<file path="src/rtl/timer_share_arbiter.sv">
// timer_share_arbiter: round-robin owner selection for one shared down-counter.
// The winner's delay is loaded and counted out. The owner then gets a one-cycle done pulse.
// Ports:
//   clk_FPGA   - system clock, rising edge
//   reset      - asynchronous, active-low reset
//   req        - per-requester level request, held until done or dropped (abort)
//   load_value - per-requester delay, slice i = [i*CNT_WIDTH +: CNT_WIDTH]
//   grant      - registered one-hot (or zero) current timer owner
//   done       - registered one-cycle expiry pulse to the owner
//   busy       - registered, high whenever the sequencer is not idle
//   count      - registered remaining count
module timer_share_arbiter #(
  parameter int unsigned NREQ      = 4,
  parameter int unsigned CNT_WIDTH = 16
) (
  input  logic                      clk_FPGA,
  input  logic                      reset,
  input  logic [NREQ-1:0]           req,
  input  logic [NREQ*CNT_WIDTH-1:0] load_value,
  output logic [NREQ-1:0]           grant,
  output logic [NREQ-1:0]           done,
  output logic                      busy,
  output logic [CNT_WIDTH-1:0]      count
);

  localparam int unsigned PTR_W = (NREQ > 1) ? $clog2(NREQ) : 1;

  localparam logic [1:0] S_IDLE  = 2'd0;
  localparam logic [1:0] S_LOAD  = 2'd1;
  localparam logic [1:0] S_COUNT = 2'd2;

  logic [1:0]           r_state,  w_state_nxt;
  logic [NREQ-1:0]      r_grant,  w_grant_nxt;
  logic [NREQ-1:0]      r_done,   w_done_nxt;
  logic                 r_busy,   w_busy_nxt;
  logic [CNT_WIDTH-1:0] r_count,  w_count_nxt;
  logic [PTR_W-1:0]     r_ptr,    w_ptr_nxt;
  logic [PTR_W-1:0]     r_owner,  w_owner_nxt;

  logic                 w_sel_valid;
  logic [PTR_W-1:0]     w_sel_idx;
  logic [NREQ-1:0]      w_sel_onehot;
  logic [CNT_WIDTH-1:0] w_own_load;
  logic                 w_own_req;
  logic [PTR_W-1:0]     w_ptr_after_owner;
  logic                 w_release;
  logic                 w_expire;

  // (base + ofs) mod NREQ, with ofs < NREQ
  function automatic logic [PTR_W-1:0] rr_index(input logic [PTR_W-1:0] base,
                                                input int unsigned ofs);
    int unsigned s;
    s = 32'(base) + ofs;
    if (s >= NREQ) s = s - NREQ;
    return PTR_W'(s);
  endfunction

  // First set request scanning from the round-robin pointer
  always_comb begin
    w_sel_valid = 1'b0;
    w_sel_idx   = '0;
    for (int unsigned k = 0; k < NREQ; k++) begin
      if (!w_sel_valid && req[rr_index(r_ptr, k)]) begin
        w_sel_valid = 1'b1;
        w_sel_idx   = rr_index(r_ptr, k);
      end
    end
  end

  // One-hot form of the selected index
  always_comb begin
    w_sel_onehot = '0;
    for (int unsigned i = 0; i < NREQ; i++) begin
      w_sel_onehot[i] = (w_sel_idx == PTR_W'(i));
    end
  end

  // Owner's delay value and request level
  always_comb begin
    w_own_load = '0;
    for (int unsigned i = 0; i < NREQ; i++) begin
      if (r_owner == PTR_W'(i)) w_own_load = load_value[i*CNT_WIDTH +: CNT_WIDTH];
    end
  end

  assign w_own_req         = |(req & r_grant);
  assign w_ptr_after_owner = (r_owner == PTR_W'(NREQ - 1)) ? '0 : r_owner + PTR_W'(1);

  // Next-state and next-output logic
  always_comb begin
    w_state_nxt = r_state;
    w_grant_nxt = r_grant;
    w_done_nxt  = '0;
    w_count_nxt = r_count;
    w_ptr_nxt   = r_ptr;
    w_owner_nxt = r_owner;
    w_busy_nxt  = 1'b0;
    w_release   = 1'b0;
    w_expire    = 1'b0;

    case (r_state)
      S_IDLE: begin
        if (w_sel_valid) begin
          w_state_nxt = S_LOAD;
          w_grant_nxt = w_sel_onehot;
          w_owner_nxt = w_sel_idx;
        end
      end
      S_LOAD: begin
        if (!w_own_req) begin
          w_release = 1'b1;
        end else if (w_own_load == '0) begin
          w_release = 1'b1;
          w_expire  = 1'b1;
        end else begin
          w_count_nxt = w_own_load;
          w_state_nxt = S_COUNT;
        end
      end
      S_COUNT: begin
        if (!w_own_req) begin
          w_release = 1'b1;
        end else if (r_count == CNT_WIDTH'(1)) begin
          w_release = 1'b1;
          w_expire  = 1'b1;
        end else begin
          w_count_nxt = r_count - CNT_WIDTH'(1);
        end
      end
      default: begin
        w_state_nxt = S_IDLE;
        w_grant_nxt = '0;
        w_count_nxt = '0;
      end
    endcase

    // Finish and abort share the release path; only finish pulses done
    if (w_release) begin
      w_state_nxt = S_IDLE;
      w_grant_nxt = '0;
      w_count_nxt = '0;
      w_ptr_nxt   = w_ptr_after_owner;
      w_done_nxt  = w_expire ? r_grant : '0;
    end

    w_busy_nxt = (w_state_nxt != S_IDLE);
  end

  // State and output registers
  always_ff @(posedge clk_FPGA or negedge reset) begin
    if (!reset) begin
      r_state <= S_IDLE;
      r_grant <= '0;
      r_done  <= '0;
      r_busy  <= 1'b0;
      r_count <= '0;
      r_ptr   <= '0;
      r_owner <= '0;
    end else begin
      r_state <= w_state_nxt;
      r_grant <= w_grant_nxt;
      r_done  <= w_done_nxt;
      r_busy  <= w_busy_nxt;
      r_count <= w_count_nxt;
      r_ptr   <= w_ptr_nxt;
      r_owner <= w_owner_nxt;
    end
  end

  assign grant = r_grant;
  assign done  = r_done;
  assign busy  = r_busy;
  assign count = r_count;

endmodule

</file>
<file path="config.mk">
export PLATFORM = sky130hd
export DESIGN_NAME = timer_share_arbiter
export DESIGN_NICKNAME = d
export VERILOG_FILES = /design/src/rtl/timer_share_arbiter.sv
export SDC_FILE = /design/constraint.sdc
export NUM_CORES = 1
export LEC_CHECK = 0
export BUFFER_PORTS_ARGS = -buffer_cell sky130_fd_sc_hd__buf_2
export CAP_MARGIN = 20
export CORE_ASPECT_RATIO = 0.75
export CORE_MARGIN = 2
export CORE_UTILIZATION = 30
export DETAILED_ROUTE_END_ITERATION = 12
export SKIP_CTS_REPAIR_TIMING = 1
export SLEW_MARGIN = 20
export SYNTH_ARGS = -nofsm -noshare
export SYNTH_HDL_FRONTEND = slang
export SYNTH_SLANG_ARGS = --single-unit
</file>
<file path="constraint.sdc">
create_clock -name clk_FPGA -period 3.9 [get_ports clk_FPGA]
set_input_delay 0 -clock clk_FPGA [delete_from_list [all_inputs] [get_ports clk_FPGA]]
set_output_delay 0 -clock clk_FPGA [all_outputs]
set_load 0.05 [all_outputs]
</file>
# == Word level (Yosys, flattened, before mapping) ==
# Cells that the tools add are included.
# word_totals
reg_bits,31
in_bits,70
out_inout_bits,25
wordCells,106
# classes
add_sub_neg,9
n_lt_le_gt_ge,8
n_eq_ne,16
mux,49
bitwise,1
reduce_logical,16
# op_table
operator,n
$mux W16,9
$pmux W16 S3,1
$mux W2,13
$eq A16 B1 Y1 const B,1
$logic_not A16 Y1,1
$mux W4,4
$sub A16 B1 Y16 const B,1
$ne A3 B3 Y1 const B,5
$mux W1,14
$lt A2 B3 Y1 const B,4
$eq A2 B2 Y1 const B,5
$ge A3 B3 Y1 const B,3
$bmux W1 S2,4
$pmux W4 S2,1
$sub A2 B1 Y2 const B,4
$add A2 B2 Y3 const B,2
$eq A2 B1 Y1 const B,3
$logic_not A2 Y1,3
$pmux W2 S3,1
$reduce_and A5 Y1,1
$and A4 B4 Y4,1
$pmux W1 S2,2
$reduce_and A2 Y1,2
$reduce_or A4 Y1,1
other kinds (9),13

# == Longest topological paths before layout ==
# Gate-level depths: netlist of run 1.
# logic_depth
depth_word,18
ltp_mapped,12
mapped_depth_nobuf,9

# == Worst setup path after synthesis of run 1 ==
# Ideal clock, no wire load.
# synth_timing
kind,register -> register
startpoint,register r_owner[0]
endpoint,"register r_count[5], in the netlist count[5]"
setup_time_ns,0.134
arrival_ns,2.503
required_time_ns,3.766
path_slack_ns,1.263
stages_incl_launch_ff,13
n_path_buf,3
period_less_slack_ns,2.637
cell_sequence,dfrtp_1 > inv_1 > ha_1 > or2_1 > buf_2 > buf_6 > a221oi_2 > o22ai_1 > nor4_2 > a21oi_2 > o211ai_2 > buf_6 > o211ai_1
# synth_between
elab_chain_len,11
elab_cells_between_ends,22
cone_classes,eq/ne (8); mux (11); reduce/logical (3)
# synth_rtl
element,line,rtl
from (decl),38,"logic [PTR_W-1:0] r_owner, w_owner_nxt;"
from (signal assigned),166,r_owner <= w_owner_nxt;
$logic_not A2 Y1,82,if (r_owner == PTR_W'(i)) w_own_load = load_value[i*CNT_WIDTH +: CNT_WIDTH];
$mux W16 (3 in series),82,
$mux W16 *,82,
$logic_not A16 Y1,112,end else if (w_own_load == '0) begin
$mux W1,112,
$mux W1,110,if (!w_own_req) begin
$pmux W1 S2,101,case (r_state)
$ne A3 B3 Y1 (no source line) / $ne A2 B2 Y1 (equally long branches),--,
$reduce_and A5 Y1 (no source line),--,
to (signal assigned),164,r_count <= w_count_nxt;
to (decl),36,"logic [CNT_WIDTH-1:0] r_count, w_count_nxt;"
# Every way passes the cells marked *; elsewhere a longest branch is shown, timed or not. The select of a mux whose other input is x is not followed.
# A chain may end at the register's enable or synchronous reset.

# == Worst setup path after layout of run 1 ==
# layout_timing
startpoint,register r_owner[0]
endpoint,"register r_count[1], in the netlist count[1]"
# The elaborated chain is that of the path after synthesis.

==> impl_results.md, run 1 <==
* Diode count at 0
* CTS clk-pin slew, worst paths at 60 ps
* Slowest cell on crit path: o211ai_2
* Fraction of layout instances using a drive strength above 1 at 0.320
* Routed Antenna Nets at 0
* RSZ-0062 raised after global routing: false
* Tcrit/Tclk final at 0.891
* R2R setup slack at 430 ps
* Count of pins over their slew limit at 0
* Number of synthesized register bits at 31
* # DRC at 0
* Max IR drop VDD at 0.333 mV
* Starting Density at 0.312
* H-tree levels at 2
* Initial DRC Count at 302
* Non-Filler Instances at 492
* Critical Path Fanout Max at 16
* Cell chain of the critical path: inv_1, ha_1, or2_1, a221oi_1, o22ai_1, nor4_2, a21oi_2, o211ai_2, o22ai_1
* Vias per cell at 5.62
* Max_cap viols at 0
* Wire length per cell at 17.3 um
* Port Buf Inserts at 94
* Crit path capture: count[1]
* Final nets at 466
* Commonest non-fill, non-tap cells in the layout: 94 x buf_2, 34 x nand2_1, 31 x dfrtp_1
* Reg2reg end: count[1]
* Main synth FF type: dfrtp_1
* CTS buffer count at 5
* Total Die Area at 9030 sq um
* Post-route minimum period at 3470 ps
* Relative max-transition margin at 0.467
* CP peak stage delay at 680 ps
* Commonest non-fill, non-tap cell in the layout: buf_2
* Detailed Route WL at 8490 um
* Critical Path Start: r_owner[0]
* Fmax at 288 MHz
* Syn nets at 378
* Crit path launch type: flip-flop
* LEAKAGE at 1.43 nW
* I/O pins at 95
* PwrDens at 1110 nW/um^2
* Number of synthesized flops with an enable pin at 0
* Total power at 0.00349 W
* Core region area at 7950 sq um
* Clk Latency, worst-skew pair at 290 ps
* Setup violators final at 0
* Worst Reg-to-Reg Cells at 9
* Root buffer selected by CTS: clkbuf_8
* Setup TNS at 0 ps
* Post-synth cell types at 53
* Post-synthesis average cell area at 8.34 sq um
* Hold crit path type: primary input to flip-flop
* Vias in the first global route at 2655
* Mapped Cells at 298
* Slew @ Worst Pin at 797 ps
* Netlist Area Pre-Place at 2480 sq um
* Crit-path most repeated cell: o22ai_1
* CTS Sinks at 31
* Cells after DPL at 483
* Worst Path Arrival at 3600 ps
* DP HPWL at 6500 um
* Ys Warns at 0
* Required time of the critical path at 4030 ps
* Sequential element share of the synthesized area at 0.312
* Crit end category: flip-flop
* Area growth from synthesis to layout at 26.8%
* Die H at 82.8 um
* Clock Path Buffers at 2
* Post-synth ARST share at 1.00
* R2R Path Start: r_owner[0]
* CTS tree: built
* Total number of vias at 2765
* Die W at 109 um
* GR Overflow Total at 0
* DRT Pass-1 Iters at 5
* Initial antenna violation count at 0
* Run status: finished, final reports clean
* Layout Skew at 4.74 ps
* RD Place Congestion at 0.830
* Final Hold Fails at 0
* CP Class: flip-flop to flip-flop
* Pin count of the biggest net entering global routing at 32
* Global-route wire length before repair at 13400 um
* Gr usage total at 0.187
* Row count at 28
state kept, by name, summed over array words and instances (netlist names):
register  count
r_state       2
r_owner       2
grant         4
r_ptr         2
busy          1
count        16
done          4
cells by family after synthesis:
logic type / after synthesis / synth area share
fa+ha+maj: 10 / 0.0504
xor+xnor: 6 / 0.0211
buf+inv: 32 / 0.0604
compound gates: 120 / 0.353
simple gates: 97 / 0.194
flops: 31 / 0.312
mux: 2 / 0.00856
cell type report:
class / instances / area [sq um]
sequential: 31 / 776
inverter: 13 / 48.8
fill: 802 / 4800
multi-input combinational: 235 / 1560
tap: 105 / 131
timing repair buffer: 100 / 518
clock inverter: 2 / 35.0
clock buffer: 6 / 82.6
through the flow:
stage | utilization | setup slack (ps) | instance area (sq um) | hold WS [ps]
after floorplan | - | 1260 | 2480 | -296
after global placement | 0.380 | 681 | 3020 | 89.2
after detailed placement | 0.380 | 461 | 3020 | 99.8
after CTS | 0.395 | 451 | 3140 | -225
after global routing | 0.396 | 174 | 3150 | 238
final | 0.396 | 426 | 3150 | 206
worst min-delay path by stage:
stage	end	from	slack (ps)	depth (start not counted)
finish	r_owner[1]	req[3]	210	3
global route	r_owner[1]	req[3]	240	3
CTS	done[3]	reset	-220	1
detailed placement	done[1]	reset	100	1
global placement	done[0]	reset	90	1
floorplan	busy	reset	-300	0
power breakdown:
part	total, W	internal, W	switching [W]
clock	0.000332	0.000207	0.000125
sequential	0.000636	0.000450	0.000186
combinational	0.00253	0.000844	0.00168
cells in the mapped netlist (all sizes together) (6+ instances only):
cell type / n / area, sq um
ha: 10 / 125
o22ai: 26 / 163
a221oi: 19 / 210
nor2: 11 / 41.3
clkbuf: 11 / 41.3
o21ai: 15 / 78.8
nand3: 7 / 35.0
nor4: 6 / 50.0
dfrtp: 31 / 776
nand2: 34 / 128
a21oi: 22 / 114
inv: 13 / 48.8
nor3: 17 / 85.1
buf: 8 / 60.1
o31ai: 7 / 52.6
critical path: cells and delay by family (launching register included):
kind,cells,cell delay [ps]
flip-flops,1,440
buffers and inverters,1,100
AO/OA/AOI/OAI,5,1720
AND/OR/NAND/NOR,2,840
adder cells (fa/ha/maj),1,220
routing by layer:
layer  share of wire  global-route usage  up-vias
li1                -                   -     1330
met1            0.48               0.279     1293
met2            0.41               0.268      130
met3           0.091              0.0392       12
met4           0.013              0.0536        0
met5               0                   0        -
(Power assumes the default switching activity.)
==> inputs of run 2 (changes only) <==
--- a/config.mk
+++ b/config.mk
@@ -7,10 +7,11 @@
 export LEC_CHECK = 0
 export BUFFER_PORTS_ARGS = -buffer_cell sky130_fd_sc_hd__buf_2
 export CAP_MARGIN = 20
-export CORE_ASPECT_RATIO = 0.75
+export CORE_ASPECT_RATIO = 0.8
 export CORE_MARGIN = 2
 export CORE_UTILIZATION = 30
 export DETAILED_ROUTE_END_ITERATION = 12
+export HOLD_SLACK_MARGIN = 0.05
 export SKIP_CTS_REPAIR_TIMING = 1
 export SLEW_MARGIN = 20
 export SYNTH_ARGS = -nofsm -noshare
==> run 2 against run 1 <==
  * Clock skew increased by 4.0 ps
  * Via count decreased by 0.54%
  * Fmax decreased by 1.2%
  * Critical path type unchanged
  * Critical endpoint is now count[5]
==> impl_results.md, run 2 (synthesized netlist as in run 1, its figures left out) <==
* Run status: finished, final reports clean (unchanged)
* Pre-CTS setup slack at 461 ps (about the same)
* PwrDens at 1100 nW/um^2 (was 1110 nW/um^2)
* H-tree levels at 2 (unchanged)
* I/O pins at 95 (unchanged)
* Final Hold Fails at 0 (unchanged)
* Count of pins over their slew limit at 0 (unchanged)
* DP HPWL at 6320 um (was 6500 um)
* Worst Path Arrival at 3640 ps (was 3600 ps)
* Diode count at 0 (unchanged)
* Detailed Route WL at 8250 um (was 8490 um)
* Clk Latency, worst-skew pair at 280 ps (was 290 ps)
* Total Die Area at 9030 sq um (about the same)
* Layout Skew at 8.70 ps (was 4.74 ps)
* Gr usage total at 0.183 (was 0.187)
* Critical Path Start: r_owner[0] (unchanged)
* Routed Antenna Nets at 0 (unchanged)
* Commonest non-fill, non-tap cells in the layout: 94 x buf_2, 34 x nand2_1, 31 x dfrtp_1 (unchanged)
* Commonest non-fill, non-tap cell in the layout: buf_2 (unchanged)
* RD Place Congestion at 0.860 (was 0.830)
* Slowest cell on crit path: o211ai_2 (unchanged)
* Final nets at 466 (unchanged)
* Setup violators final at 0 (unchanged)
* Port Buf Inserts at 94 (unchanged)
* Root buffer selected by CTS: clkbuf_8 (unchanged)
* Max_cap viols at 0 (unchanged)
* # DRC at 0 (unchanged)
* R2R Path Start: r_owner[0] (unchanged)
* Required time of the critical path at 4030 ps (about the same)
* FILL cells at 811 (was 802)
* Crit path launch type: flip-flop (unchanged)
* DRT Pass-1 Iters at 5 (unchanged)
* Area growth from synthesis to layout at 26.2% (was 26.8%)
* Slew @ Worst Pin at 774 ps (was 797 ps)
* RSZ-0062 raised after global routing: false (unchanged)
* Post-route minimum period at 3520 ps (was 3470 ps)
* CTS clk-pin slew, worst paths at 60 ps (about the same)
* Fraction of layout instances using a drive strength above 1 at 0.318 (was 0.320)
* Fin util at 0.393 (was 0.396)
* CTS buffer count at 5 (unchanged)
* Critical Path Fanout Max at 16 (unchanged)
* Row count at 29 (was 28)
* Initial antenna violation count at 0 (unchanged)
* Tcrit/Tclk final at 0.902 (was 0.891)
* Number of flip-flops in the largest register at 16 (unchanged)
* Fmax at 284 MHz (was 288 MHz)
* R2R setup slack at 380 ps (was 430 ps)
* Pin count of the biggest net entering global routing at 32 (unchanged)
* Wire length per cell at 16.7 um (was 17.3 um)
* Post-route setup slack at 384 ps (was 426 ps)
* Setup TNS at 0 ps (unchanged)
* Starting Density at 0.311 (was 0.312)
* CP Class: flip-flop to flip-flop (unchanged)
* Vias in the first global route at 2524 (was 2655)
* Core region area at 7980 sq um (was 7950 sq um)
* Worst Hold Launch: req[3] (unchanged)
* Hold crit path type: primary input to flip-flop (unchanged)
* Max IR drop VDD at 0.394 mV (was 0.333 mV)
* Initial DRC Count at 286 (was 302)
* GR Overflow Total at 0 (unchanged)
* Worst Hold Slack at 204 ps (was 206 ps)
* Relative max-transition margin at 0.483 (was 0.467)
* Clock Path Buffers at 2 (unchanged)
* CTS tree: built (unchanged)
* Crit end category: flip-flop (unchanged)
* Die H at 85.4 um (was 82.8 um)
* CTS Sinks at 31 (unchanged)
* Non-Filler Instances at 495 (was 492)
* Global-route wire length before repair at 13400 um (about the same)
* Cells after DPL at 486 (was 483)
* Vias per cell at 5.56 (was 5.62)
* CP peak stage delay at 670 ps (was 680 ps)
* Cell chain of the critical path: inv_1, ha_1, or2_1, a221oi_1, o22ai_1, nor4_2, a21oi_2, o211ai_2, o211ai_1 (was inv_1, ha_1, or2_1, a221oi_1, o22ai_1, nor4_2, a21oi_2, o211ai_2, o22ai_1)
* LEAKAGE at 1.42 nW (was 1.43 nW)
* Die W at 106 um (was 109 um)
* Total number of vias at 2750 (was 2765)
-- run 2: worst max-delay path, delay by kind of cell (launching register included) --
family,cells,cell delay (ps)
AO/OA/AOI/OAI,5,1840
flip-flops,1,440
buffers and inverters,1,100
adder cells (fa/ha/maj),1,230
AND/OR/NAND/NOR,2,750
-- run 2: routing by layer --
layer,track usage,wire [um]
met5,0,0
met4,0.0323,55
met3,0.0415,715
met2,0.270,3420
met1,0.273,4060
-- run 2: path summary, 6_finish.rpt --
kind                         endpoint  cells after the start
min reg2reg                r_owner[1]                      2
max in group asynchronous    count[9]                      2
min in group asynchronous    count[2]                      2
min                        r_owner[1]                      3
max                          count[5]                      9
max reg2reg                  count[5]                      9
-- run 2: final cells by class --
cell class / instances / area [sq um] / share of cell area
multi-input combinational: 235 / 1560 / 0.497
sequential: 31 / 776 / 0.247
timing repair buffer: 100 / 518 / 0.165
tap: 108 / 135 / 0.0431
clock buffer: 8 / 100 / 0.0319
inverter: 13 / 48.8 / 0.0156
-- run 2: per-stage QoR --
stage	area, sq um	total power (W)
after floorplan	2480	0.00258
after global placement	3030	0.00310
after detailed placement	3030	0.00312
after CTS	3130	0.00342
after global routing	3140	0.00376
final	3140	0.00344
-- run 2: power by group --
part / total (W) / leakage [nW] / internal [W] / switching (W)
clock network: 0.000281 / 0.0515 / 0.000161 / 0.000120
registers: 0.000632 / 0.413 / 0.000450 / 0.000182
logic: 0.00253 / 0.953 / 0.000844 / 0.00168
